$ cat config.mk
export PLATFORM = sky130hd
export DESIGN_NAME = pl0_decode_flat
export DESIGN_NICKNAME = d
export VERILOG_FILES = /design/src/rtl/pl0_decode_if.sv /design/src/rtl/pl0_decode.sv /design/src/flat_wrapper.sv
export SDC_FILE = /design/constraint.sdc
export NUM_CORES = 1
export LEC_CHECK = 0
export ABC_CLOCK_PERIOD_IN_PS = 6100
export BUFFER_PORTS_ARGS = -buffer_cell sky130_fd_sc_hd__buf_4
export CORE_UTILIZATION = 30
export DETAILED_ROUTE_END_ITERATION = 12
export PLACE_DENSITY_LB_ADDON = 0.1
export RECOVER_POWER = 50
export SLEW_MARGIN = 5
export SYNTH_ARGS = -nofsm -noshare
export SYNTH_HDL_FRONTEND = slang
export SYNTH_SLANG_ARGS = --single-unit
$ cat constraint.sdc
create_clock -name i_clk -period 6.1 [get_ports i_clk]
set_input_delay 1.525 -clock i_clk [delete_from_list [all_inputs] [get_ports i_clk]]
set_output_delay 1.525 -clock i_clk [all_outputs]
set_load 0.03 [all_outputs]
$ cat src/rtl/pl0_decode_if.sv
// rtl/pl0_decode_if.sv - stall codes and the fetch/decode bundle
//
// pl0_pkg         : stall-request codes shared by fetch and decode.
// pl0_decode_if   : instruction from fetch plus every decode output.
//   master modport : fetch/execute side (drives i_instr_val)
//   slave modport  : decode stage (drives all o_* signals)

package pl0_pkg;
  typedef enum logic [2:0] {
    PL0_STALL_NONE     = 3'd0,
    PL0_STALL_IMM      = 3'd1,
    PL0_STALL_1        = 3'd2,
    PL0_STALL_1_ALU    = 3'd3,
    PL0_STALL_1_BRANCH = 3'd4
  } pl0_stall_state;
endpackage

interface pl0_decode_if #(parameter int XLEN = 32);
  import pl0_pkg::*;

  logic [XLEN-1:0] i_instr_val;
  pl0_stall_state  o_stall_state;
  logic            o_funct3_2XOR0;
  logic [XLEN-1:0] o_imm_val;
  logic [4:0]      o_rs1;
  logic [4:0]      o_rs2;
  logic [4:0]      o_rd;
  logic [3:0]      o_alu_ctrl;
  logic            o_alu_src_imm;
  logic [1:0]      o_alu_src_a;
  logic            o_reg_wr_en;
  logic [1:0]      o_wb_sel;
  logic            o_mem_rd;
  logic            o_mem_wr;
  logic            o_illegal;
  logic [31:0]     o_retired;

  modport master (
    output i_instr_val,
    input  o_stall_state, o_funct3_2XOR0, o_imm_val, o_rs1, o_rs2, o_rd,
           o_alu_ctrl, o_alu_src_imm, o_alu_src_a, o_reg_wr_en, o_wb_sel,
           o_mem_rd, o_mem_wr, o_illegal, o_retired
  );

  modport slave (
    input  i_instr_val,
    output o_stall_state, o_funct3_2XOR0, o_imm_val, o_rs1, o_rs2, o_rd,
           o_alu_ctrl, o_alu_src_imm, o_alu_src_a, o_reg_wr_en, o_wb_sel,
           o_mem_rd, o_mem_wr, o_illegal, o_retired
  );
endinterface

$ cat src/rtl/pl0_decode.sv
// rtl/pl0_decode.sv - decode/control stage with one-cycle hold for multi-cycle ops
//
// Ports:
//   i_clk  : clock, all state changes on the rising edge
//   i_rst  : asynchronous active-high reset
//   bus    : pl0_decode_if.slave - instruction in, register addresses,
//            immediate, ALU/memory/writeback controls, stall request,
//            sticky illegal flag and retired-instruction counter out

module pl0_decode
  import pl0_pkg::*;
#(
  parameter int XLEN = 32
) (
  input  logic          i_clk,
  input  logic          i_rst,
  pl0_decode_if.slave   bus
);

  localparam logic [6:0] OPC_OP     = 7'b0110011;
  localparam logic [6:0] OPC_OP_IMM = 7'b0010011;
  localparam logic [6:0] OPC_LUI    = 7'b0110111;
  localparam logic [6:0] OPC_AUIPC  = 7'b0010111;
  localparam logic [6:0] OPC_JAL    = 7'b1101111;
  localparam logic [6:0] OPC_JALR   = 7'b1100111;
  localparam logic [6:0] OPC_BRANCH = 7'b1100011;
  localparam logic [6:0] OPC_LOAD   = 7'b0000011;
  localparam logic [6:0] OPC_STORE  = 7'b0100011;
  localparam logic [31:0] NOP       = 32'h0000_0013;

  localparam logic [3:0] ALU_ADD  = 4'b0000;
  localparam logic [3:0] ALU_SUB  = 4'b1000;
  localparam logic [3:0] ALU_SLT  = 4'b0010;
  localparam logic [3:0] ALU_SLTU = 4'b0011;

  typedef enum logic {ST_ISSUE, ST_HOLD} state_t;

  state_t         state_q, state_d;
  logic [31:0]    latch_q, latch_d;
  logic [31:0]    retired_q;
  logic           illegal_q;

  logic           hold, legal, rd_nz, multi, retire, set_illegal;
  logic [31:0]    raw, ins, imm;
  logic [31:0]    imm_i, imm_s, imm_b, imm_u, imm_j;
  logic [2:0]     f3;
  logic [3:0]     alu_ctrl;
  logic [1:0]     src_a, wb_sel;
  logic           src_imm, wr_en, mem_rd, mem_wr, f3x;
  pl0_stall_state stall_cls;

  always_comb begin
    hold = (state_q == ST_HOLD);
    // While the PC is frozen the fetch bus still shows a word; only the latched copy counts.
    raw  = hold ? latch_q : bus.i_instr_val[31:0];

    legal = 1'b0;
    case (raw[6:0])
      OPC_OP, OPC_OP_IMM, OPC_LUI, OPC_AUIPC, OPC_JAL,
      OPC_JALR, OPC_BRANCH, OPC_LOAD, OPC_STORE: legal = 1'b1;
      default: legal = 1'b0;
    endcase

    // Unsupported opcodes are decoded exactly like ADDI x0,x0,0.
    ins   = legal ? raw : NOP;
    f3    = ins[14:12];
    rd_nz = |ins[11:7];

    imm_i = {{20{ins[31]}}, ins[31:20]};
    imm_s = {{20{ins[31]}}, ins[31:25], ins[11:7]};
    imm_b = {{19{ins[31]}}, ins[31], ins[7], ins[30:25], ins[11:8], 1'b0};
    imm_u = {ins[31:12], 12'h000};
    imm_j = {{11{ins[31]}}, ins[31], ins[19:12], ins[20], ins[30:21], 1'b0};

    stall_cls = PL0_STALL_NONE;
    multi     = 1'b0;
    imm       = 32'h0;
    alu_ctrl  = ALU_ADD;
    src_imm   = 1'b0;
    src_a     = 2'd0;
    wr_en     = 1'b0;
    wb_sel    = 2'd0;
    mem_rd    = 1'b0;
    mem_wr    = 1'b0;
    f3x       = 1'b0;

    case (ins[6:0])
      OPC_OP: begin
        alu_ctrl = {ins[30], f3};
        wr_en    = rd_nz;
      end
      OPC_OP_IMM: begin
        // funct7[5] only distinguishes SRAI from SRLI among immediates.
        alu_ctrl = {(f3 == 3'b101) & ins[30], f3};
        imm      = imm_i;
        src_imm  = 1'b1;
        wr_en    = rd_nz;
      end
      OPC_LUI: begin
        imm     = imm_u;
        src_imm = 1'b1;
        src_a   = 2'd1;
        wr_en   = rd_nz;
      end
      OPC_AUIPC: begin
        imm     = imm_u;
        src_imm = 1'b1;
        src_a   = 2'd2;
        wr_en   = rd_nz;
      end
      OPC_JAL: begin
        stall_cls = PL0_STALL_IMM;
        imm       = imm_j;
        wb_sel    = 2'd2;
        wr_en     = rd_nz;
      end
      OPC_JALR: begin
        // Target = rs1 + imm; execute masks bit 0 of the sum.
        stall_cls = PL0_STALL_1_ALU;
        multi     = 1'b1;
        imm       = imm_i;
        src_imm   = 1'b1;
        wb_sel    = 2'd2;
        wr_en     = hold & rd_nz;
      end
      OPC_BRANCH: begin
        stall_cls = PL0_STALL_1_BRANCH;
        multi     = 1'b1;
        imm       = imm_b;
        f3x       = f3[2] ^ f3[0];
        case (f3[2:1])
          2'b10:   alu_ctrl = ALU_SLT;
          2'b11:   alu_ctrl = ALU_SLTU;
          default: alu_ctrl = ALU_SUB;
        endcase
      end
      OPC_LOAD: begin
        stall_cls = PL0_STALL_1;
        multi     = 1'b1;
        imm       = imm_i;
        src_imm   = 1'b1;
        mem_rd    = 1'b1;
        wb_sel    = 2'd1;
        wr_en     = hold & rd_nz;
      end
      OPC_STORE: begin
        imm     = imm_s;
        src_imm = 1'b1;
        mem_wr  = 1'b1;
      end
      default: ;
    endcase

    state_d     = state_q;
    latch_d     = latch_q;
    retire      = 1'b0;
    set_illegal = 1'b0;
    if (hold) begin
      state_d = ST_ISSUE;
      retire  = 1'b1;
    end else if (multi) begin
      state_d = ST_HOLD;
      latch_d = ins;
    end else begin
      retire      = 1'b1;
      set_illegal = ~legal;
    end
  end

  always_ff @(posedge i_clk or posedge i_rst) begin
    if (i_rst) begin
      state_q   <= ST_ISSUE;
      latch_q   <= NOP;
      retired_q <= 32'h0;
      illegal_q <= 1'b0;
    end else begin
      state_q   <= state_d;
      latch_q   <= latch_d;
      retired_q <= retired_q + {31'h0, retire};
      illegal_q <= illegal_q | set_illegal;
    end
  end

  assign bus.o_stall_state  = (i_rst || hold) ? PL0_STALL_NONE : stall_cls;
  assign bus.o_funct3_2XOR0 = f3x;
  assign bus.o_imm_val      = XLEN'($signed(imm));
  assign bus.o_rs1          = ins[19:15];
  assign bus.o_rs2          = ins[24:20];
  assign bus.o_rd           = ins[11:7];
  assign bus.o_alu_ctrl     = alu_ctrl;
  assign bus.o_alu_src_imm  = src_imm;
  assign bus.o_alu_src_a    = src_a;
  assign bus.o_reg_wr_en    = wr_en & ~i_rst;
  assign bus.o_wb_sel       = wb_sel;
  assign bus.o_mem_rd       = mem_rd & ~i_rst;
  assign bus.o_mem_wr       = mem_wr & ~i_rst;
  assign bus.o_illegal      = illegal_q;
  assign bus.o_retired      = retired_q;

endmodule

$ cat src/flat_wrapper.sv
// flat-port wrapper written by rule: the top's interface ports become plain ports
module pl0_decode_flat import pl0_pkg::*;
#(
  parameter int XLEN = 32
)
  (i_clk, i_rst, bus_i_instr_val, bus_o_stall_state, bus_o_funct3_2XOR0, bus_o_imm_val, bus_o_rs1, bus_o_rs2, bus_o_rd, bus_o_alu_ctrl, bus_o_alu_src_imm, bus_o_alu_src_a, bus_o_reg_wr_en, bus_o_wb_sel, bus_o_mem_rd, bus_o_mem_wr, bus_o_illegal, bus_o_retired);
  pl0_decode_if #(.XLEN(XLEN)) bus_i ();
  input  logic i_clk;
  input  logic i_rst;
  input wire logic [$bits(bus_i.i_instr_val)-1:0] bus_i_instr_val;
  output wire logic [$bits(bus_i.o_stall_state)-1:0] bus_o_stall_state;
  output wire logic [$bits(bus_i.o_funct3_2XOR0)-1:0] bus_o_funct3_2XOR0;
  output wire logic [$bits(bus_i.o_imm_val)-1:0] bus_o_imm_val;
  output wire logic [$bits(bus_i.o_rs1)-1:0] bus_o_rs1;
  output wire logic [$bits(bus_i.o_rs2)-1:0] bus_o_rs2;
  output wire logic [$bits(bus_i.o_rd)-1:0] bus_o_rd;
  output wire logic [$bits(bus_i.o_alu_ctrl)-1:0] bus_o_alu_ctrl;
  output wire logic [$bits(bus_i.o_alu_src_imm)-1:0] bus_o_alu_src_imm;
  output wire logic [$bits(bus_i.o_alu_src_a)-1:0] bus_o_alu_src_a;
  output wire logic [$bits(bus_i.o_reg_wr_en)-1:0] bus_o_reg_wr_en;
  output wire logic [$bits(bus_i.o_wb_sel)-1:0] bus_o_wb_sel;
  output wire logic [$bits(bus_i.o_mem_rd)-1:0] bus_o_mem_rd;
  output wire logic [$bits(bus_i.o_mem_wr)-1:0] bus_o_mem_wr;
  output wire logic [$bits(bus_i.o_illegal)-1:0] bus_o_illegal;
  output wire logic [$bits(bus_i.o_retired)-1:0] bus_o_retired;
  assign bus_i.i_instr_val = bus_i_instr_val;
  assign bus_o_stall_state = bus_i.o_stall_state;
  assign bus_o_funct3_2XOR0 = bus_i.o_funct3_2XOR0;
  assign bus_o_imm_val = bus_i.o_imm_val;
  assign bus_o_rs1 = bus_i.o_rs1;
  assign bus_o_rs2 = bus_i.o_rs2;
  assign bus_o_rd = bus_i.o_rd;
  assign bus_o_alu_ctrl = bus_i.o_alu_ctrl;
  assign bus_o_alu_src_imm = bus_i.o_alu_src_imm;
  assign bus_o_alu_src_a = bus_i.o_alu_src_a;
  assign bus_o_reg_wr_en = bus_i.o_reg_wr_en;
  assign bus_o_wb_sel = bus_i.o_wb_sel;
  assign bus_o_mem_rd = bus_i.o_mem_rd;
  assign bus_o_mem_wr = bus_i.o_mem_wr;
  assign bus_o_illegal = bus_i.o_illegal;
  assign bus_o_retired = bus_i.o_retired;
  pl0_decode #(.XLEN(XLEN)) u_core (.i_clk(i_clk), .i_rst(i_rst), .bus(bus_i));
endmodule
### Word level (Yosys, flattened, before mapping)

Index checks and enable logic that the tools add are counted.
Widths: inputs -> output; s select.

* flip-flop bits (word level): 66
* input bits: 34
* logic and storage cells: 69

* $add $sub $neg: 1
* eq/ne operators: 21
* muxes and demuxes: 22
* bitwise operators: 10
* reductions and logical operators: 11

Operators with widths (count)
* $pmux 32 s5: 1
* $mux 32: 2
* $eq 7x6->1 const B: 6
* $eq 7x7->1 const B: 6
* $add 32x1->32: 1
* $eq 7x5->1 const B: 4
* $eq 7x2->1 const B: 2
* $mux 1: 12
* $pmux 3 s4: 1
* $pmux 4 s3: 1
* $reduce_or 5->1: 2
* $reduce_or 9->1: 1
* $pmux 2 s2: 2
* $pmux 4 s2: 1
* $reduce_or 2->1: 3
* $reduce_or 3->1: 2
* $reduce_or 6->1: 1
* $and 1x1->1: 5
* $eq 2x2->1 const B: 2
* $eq 3x3->1 const B: 1
* $mux 3: 1
* $not 1->1: 3
* $pmux 1 s2: 1
* $reduce_and 2->1: 1
* other kinds (3): 3

### Longest topological paths before layout

Gate-level depths: netlist (run 1).

* depth after elaboration: 11
* depth in mapped cells: 13

### Worst setup path after synthesis (run 1)

Ideal clock, no wire load.

* path kind: input -> output
* start point: input bus_i_instr_val[3]
* end point: output bus_o_mem_rd
* data arrival time: 3.729 ns
* required time: 4.575 ns
* path slack: 0.846 ns
* cell stages on the path: 5
* path buffers: 0
* path through: mux2_4 nor2_1 a32oi_2 nor4_1 and2_1

* longest elaborated chain between the ends: 8
* elaborated cells between the ends (all ways): 16
* classes of those cells: eq/ne: 10; mux: 4; bitwise: 1; reduce/logical: 1

RTL lines
* start, declared: line flat_wrapper.sv:10 `input wire logic [$bits(bus_i.i_instr_val)-1:0] bus_i_instr_val;`
* $mux 32 *: line pl0_decode.sv:55 `raw = hold ? latch_q : bus.i_instr_val[31:0];`
* $eq 7x6->1, or another cell as far along: line pl0_decode.sv:58 `case (raw[6:0])`
* $reduce_or 9->1: line pl0_decode.sv:58
* $mux 1: line pl0_decode.sv:58
* $mux 32 *: line pl0_decode.sv:65 `ins = legal ? raw : NOP;`
* $eq 7x2->1 *: line pl0_decode.sv:87 `case (ins[6:0])`
* $mux 1 *: line pl0_decode.sv:87
* $and 1x1->1 *: line pl0_decode.sv:195 `assign bus.o_mem_rd = mem_rd & ~i_rst;`
* end, declared: line flat_wrapper.sv:22 `output wire logic [$bits(bus_i.o_mem_rd)-1:0] bus_o_mem_rd;`

Every way passes the cells marked *; elsewhere a longest branch is shown, timed or not.

### Worst setup path after layout (run 1)

* start point: input bus_i_instr_val[5]
* end point: output bus_o_alu_ctrl[3]

* longest elaborated chain between the ends: 8
* elaborated cells between the ends (all ways): 22
* classes of those cells: eq/ne: 15; mux: 5; bitwise: 1; reduce/logical: 1

RTL lines
* $mux 32 *: line pl0_decode.sv:55
* $eq 7x6->1, or another cell as far along: line pl0_decode.sv:58
* $reduce_or 9->1: line pl0_decode.sv:58
* $mux 1: line pl0_decode.sv:58
* $mux 32 *: line pl0_decode.sv:65
* $eq 2x2->1 / $eq 3x3->1 (equally long branches): line pl0_decode.sv:131, pl0_decode.sv:94
* $pmux 4 s2 / $and 1x1->1 (equally long branches): line pl0_decode.sv:131, pl0_decode.sv:94
* $pmux 4 s3 *: line pl0_decode.sv:87
* end, declared: line flat_wrapper.sv:17 `output wire logic [$bits(bus_i.o_alu_ctrl)-1:0] bus_o_alu_ctrl;`

Marked as above.

==> results of run 1 <==
## path summary, 6_finish.rpt
check | startpoint | to | slack [ns] | cells past startpoint
max | bus_i_instr_val[5] | bus_o_alu_ctrl[3] | 0.87 | 8
min | u_core.latch_q[26] | u_core.latch_q[26] | 0.48 | 2
max reg2reg | u_core.hold | u_core.bus.o_retired[24] | 1.44 | 12
min reg2reg | u_core.latch_q[26] | u_core.latch_q[26] | 0.48 | 2
max in group asynchronous | i_rst | u_core.hold | 3.79 | 3
min in group asynchronous | i_rst | u_core.latch_q[31] | 1.17 | 2
## state kept, by name, indices dropped and copies added (netlist names)
register and flops:
u_core.bus.o_retired 32, u_core.latch_q 32, u_core.bus.o_illegal 1, u_core.hold 1
## tightest hold or removal path, delay by kind of cell, from the launching register on
kind	cells	cell delay, ns
AO/OA/AOI/OAI	1	0.06
flip-flops	1	0.34
AND/OR/NAND/NOR	1	0.05
## cell usage in the layout, fill, tap and decap left out, types with 3 or more instances in the layout
cell type	netlist	layout
a21boi_0	13	13
a21oi_1	20	20
and2_1	5	3
and3_1	4	4
and4_1	5	5
buf_4	16	101
clkbuf_1	11	35
clkbuf_16	0	9
clkinv_2	0	4
dfrtp_1	63	62
dfstp_2	3	3
inv_1	8	8
mux2_2	13	13
mux2i_1	8	8
nand2_1	61	60
nand2b_1	12	12
nand3_1	16	16
nand3b_1	3	3
nand4_1	12	12
nor2_1	47	47
nor2b_1	5	5
nor3_1	9	9
nor4_1	3	3
o21ai_0	34	34
o22a_1	4	4
xnor2_1	20	20
xor2_1	12	12
## cell families (layout without fill, tap and decap cells)
logic type                 count (synthesis)  after routing  share of synthesized area (%)
and+or+nand+nor                          191            191                           23.1
adders and majority gates                  2              2                          0.624
xor gates and xnor gates                  32             32                           6.99
DFF                                       66             66                           41.3
AOI/OAI and AO/OA                         94             94                           15.7
buffers and inverters                     43            161                           5.93
muxes                                     23             23                           6.40
## final cells by class
| type | count | area [um^2] |
|---|---|---|
| clock buffers | 9 | 225 |
| inverters | 8 | 30.0 |
| clock inverters | 7 | 45.0 |
| repair buffers | 137 | 897 |
| well taps | 172 | 215 |
| flip-flops and latches | 66 | 1660 |
| fillers | 1369 | 7640 |
| multi-input cells | 342 | 2110 |
## metal layers
metal,up-vias,GRT usage (%),part of all wire (%)
met2,124,30.6,50
met4,0,6.41,1.5
met1,1764,21.3,42
li1,1798,-,-
met3,11,6.25,7.2
met5,-,0,0
## power by group through the flow
stage	Sequential (W)	Clock, W	Combinational [W]
after floorplan	0.000620	0	0.000156
after global placement	0.000584	0	0.000310
after detailed placement	0.000585	0	0.000314
after CTS	0.000579	0.000494	0.000314
after global routing	0.000592	0.000518	0.000317
final	0.000579	0.000475	0.000287
## through the flow
step	hold slack, ns	cell area, um^2	setup WS (ns)	utilization [%]
CTS	0.475	5320	0.981	41.5
global route	0.494	5180	0.472	40.4
floorplan	0.444	4010	0.846	-
global placement	0.458	5050	1.00	39.4
detailed placement	0.465	5050	0.975	39.4
finish	0.475	5180	0.873	40.4
==> impl_metrics.csv, run 1 <==
group,metric,value,unit
sta,fmax,191,MHz
sta,period_minus_slack,5.23,ns
power_and_ir_drop,p_int,0.000892,W
setup_path,cp_num_buf_inv,3,
synth,netlist_instances,451,
setup_path,cpMostUsedCell,"buf_4",
setup_path,cp_top_family,"buffers and inverters",
placement,gp_congestion,0.863,
power_and_ir_drop,p_per_area,259,nW/um^2
floorplanning,row_count,41,
floorplanning,die_y,118,um
global_route,grt_pass1_wl,19700,um
drt,first_pass_iters,4,
power_and_ir_drop,p_clk_share,35.4,%
setup_path,path_class,"input pin to output port",
synth,yosysTopAreaCell,"dfrtp_1",
clock_network,htreeDepth,3,
sta,fin_setup_tns,0,ns
drt,drtIter0Drc,149,
placement,place_hpwl,9060,um
final_layout,layout-drive-gt1-share,25.3,%
setup_path,worst_setup_path_end_kind,"output port",
clock_network,clock_latency,0.33,ns
synth,synth_top_area_share,39.3,%
synth,synthFlopType,"dfrtp_1",
clock_network,postCtsSetupBuffers,0,
power_and_ir_drop,ir_drop,187,uV
synth,yosysUniqueCellTypes,54,
synth,synth_warnings,0,
outcome,status,"finished with violations",
setup_path,crit_fanout,32,
clock_network,cts_tree,"built",
synth,synth_most_common_cell,"dfrtp_1",
synth,synth_top_cells_by_count,"dfrtp_1, nand2_1, nor2_1",
clock_network,clock-root-buffer,"clkbuf_16",
setup_path,slowest_stage,"mux2i_1",
global_route,grt_pass1_vias,3678,
power_and_ir_drop,combPwrFrac,21.4,%
drt,wire_per_inst,16.5,um
placement,portBuffers,129,
synth,postSynthAreaPerCell,8.89,um^2
floorplanning,core_area,12800,um^2
flow_run,cap_viol_max_count,1,
setup_path,startpoint_type,"input pin",
synth,synth_edf_count,0,
global_route,grt_max_degree,66,
sta,rsz0062_at_grt,"no",
final_layout,fin_cells,741,
floorplanning,dieArea,13800,um^2
sta,worst_slew_pin_slew,2.22,ns
global_route,track_usage,18.1,%
clock_network,clkTransAtPathRegs,0.06,ns
clock_network,hold_buffers,0,
setup_path,max_stage_delay,0.58,ns
setup_path,critPathRequiredTime,4.58,ns
power_and_ir_drop,p_seq_share,43.2,%
synth,syn_area,4010,um^2
sta,fin_crit_sh,85.7,%
clock_network,ctsResizeCount,0,
sta,slew_headroom,-48.0,%
synth,seq_area_frac_synth,41.3,%
global_route,grt-ovfl-total,0,
clock_network,cts_sinks,66,
drt,vias,3697,
floorplanning,die_width,118,um
setup_path,cp_data_arrival_time,3.70,ns
power_and_ir_drop,switching_share,33.5,%
min_path,hold_class,"register to register",
floorplanning,boundaryPins,130,
synth,synth_area_leaders,"dfrtp_1, nand2_1, nor2_1",
sta,drv_slew,56,
floorplanning,initial_core_util,31.3,%
drt,drt-total-wl,12200,um
power_and_ir_drop,leakagePower,2.35,nW
sta,setup_violations,0,
synth,synth_seq_cells,66,
drt,ant_nets,0,
synth,syn_nets,487,
sta,finClkSkew,0.00795,ns
power_and_ir_drop,power,0.00134,W
final_layout,area_growth_syn_to_layout,29.2,%
placement,place_inst,725,
clock_network,clockBufferDepth,2,
global_route,antenna_found_initial,0,
drt,avgViaCountPerCell,4.99,
sta,finalHoldViolations,0,
setup_path,crit_chain,"buf_4, mux2i_1, nor3_1, a32oi_1, buf_4, nand2b_1, o2bb2ai_1, buf_4",
final_layout,antenna_cells,0,
power_and_ir_drop,p_switching,0.000449,W
final_layout,final_nets,600,
synth,synth_async_sr_flop_share,100,%
clock_network,cts_made_buffers,9,
outcome,violations,"max-capacitance violations, max-slew violations",
drt,drc_errors,0,
Note: power is estimated with default switching activity, not from simulation.
==> inputs of run 2 (changes only) <==
RECOVER_POWER = 25   (was 50)
==> impl_metrics.csv, run 2 (synthesis gave the netlist of run 1 again) <==
group,metric,value,unit
final_layout,fillers,1331,
floorplanning,boundaryPins,130,
final_layout,antenna_cells,0,
sta,finalHoldViolations,0,
clock_network,clock-root-buffer,"clkbuf_16",
sta,drv_slew,0,
sta,finClkSkew,0.00859,ns
sta,fmax,193,MHz
floorplanning,die_y,118,um
clock_network,htreeDepth,3,
placement,place_inst,725,
drt,ant_nets,0,
power_and_ir_drop,leakagePower,2.49,nW
clock_network,clkTransAtPathRegs,0.06,ns
setup_path,cp_data_arrival_time,3.65,ns
drt,avgViaCountPerCell,4.99,
sta,worst_slew_pin_slew,0.871,ns
setup_path,worst_setup_path_end_kind,"output port",
power_and_ir_drop,ir_drop,194,uV
outcome,status,"finished, final reports clean",
final_layout,final_cell_mix,"buf_4, dfrtp_1, nand2_1",
placement,gp_congestion,0.863,
final_layout,final_nets,600,
placement,place_area,5050,um^2
global_route,antenna_found_initial,0,
power_and_ir_drop,p_per_area,256,nW/um^2
sta,setup_violations,0,
sta,slew_headroom,42.0,%
clock_network,cts_sinks,66,
final_layout,final_common_cell,"buf_4",
drt,drt-total-wl,12300,um
clock_network,hold_buffers,0,
setup_path,crit_fanout,32,
clock_network,ctsResizeCount,0,
sta,fin_crit_sh,84.8,%
global_route,track_usage,18.1,%
drt,drtIter0Drc,151,
clock_network,clockBufferDepth,2,
floorplanning,core_area,12800,um^2
final_layout,fin_area,5320,um^2
clock_network,clock_latency,0.33,ns
drt,drc_errors,0,
global_route,grt_pass1_wl,19700,um
global_route,grt-ovfl-total,0,
sta,rsz0062_at_grt,"no",
global_route,grt_pass1_vias,3678,
clock_network,cts_tree,"built",
setup_path,path_class,"input pin to output port",
final_layout,layout-drive-gt1-share,31.5,%
power_and_ir_drop,power,0.00136,W
final_layout,seq_area,1660,um^2
floorplanning,row_count,41,
floorplanning,dieArea,13800,um^2
sta,fin_setup_tns,0,ns
sta,period_minus_slack,5.17,ns
final_layout,fin_cells,741,
flow_run,cap_viol_max_count,0,
placement,portBuffers,129,
drt,first_pass_iters,6,
drt,vias,3694,
min_path,hold_class,"register to register",
floorplanning,die_width,118,um
setup_path,critPathRequiredTime,4.58,ns
clock_network,postCtsSetupBuffers,0,
final_layout,multi_input_area,2120,um^2
global_route,grt_max_degree,66,
sta,holdWs,0.475,ns
placement,place_hpwl,9060,um
final_layout,area_growth_syn_to_layout,32.6,%
drt,wire_per_inst,16.6,um
setup_path,startpoint_type,"input pin",
clock_network,cts_made_buffers,9,
floorplanning,initial_core_util,31.3,%
## run 2: changes by cell type in the layout (fill, tap and decap cells not counted), sizes merged
cell and delta:
buf +35, clkbuf -35
## run 2: final timing paths
kind | startpoint | endpoint | slack [ns] | cells after the start
max in group asynchronous | i_rst | u_core.hold | 3.78 | 3
worst max register to register | u_core.hold | u_core.bus.o_retired[24] | 2.72 | 12
worst max-delay path | bus_i_instr_val[5] | bus_o_alu_ctrl[3] | 0.93 | 8
min in group asynchronous | i_rst | u_core.latch_q[31] | 1.17 | 2
worst min-delay path | u_core.latch_q[26] | u_core.latch_q[26] | 0.47 | 2
worst min register to register | u_core.latch_q[26] | u_core.latch_q[26] | 0.47 | 2
## run 2: cell type report
cell class / instances / area share, %
Inverter: 8 / 0.565
Clock inverter: 7 / 0.847
Tap cell: 172 / 4.05
Timing Repair Buffer: 137 / 19.3
Sequential cell: 66 / 31.2
Multi-Input combinational cell: 342 / 39.9
Clock buffer: 9 / 4.24
## run 2: worst max-delay path, cell delays in order
cell and delay (ns):
buf_4 0.13, mux2i_1 0.60, nor3_1 0.12, a32oi_2 0.32
buf_4 0.39, nand2b_1 0.21, o2bb2ai_1 0.15, buf_4 0.19
## run 2: layer usage
layer  up-vias  GRT usage (%)  part of all wire [%]
met5         -              0                     0
met4         0           6.41                   1.5
met1      1766           21.3                    42
met2       119           30.6                    49
li1       1798              -                     -
met3        11           6.25                   6.9
## run 2: power breakdown
group / switching [W] / internal, W / leakage (nW)
clock: 0.000201 / 0.000274 / 0.135
combinational: 0.000183 / 0.000126 / 1.51
sequential: 0.0000661 / 0.000513 / 0.847
## run 2: stage by stage
stage / setup WS (ns) / util (%)
floorplan: 0.846 / -
global placement: 1.00 / 39.4
detailed placement: 0.975 / 39.4
CTS: 0.981 / 41.5
global route: 0.824 / 41.5
finish: 0.927 / 41.5
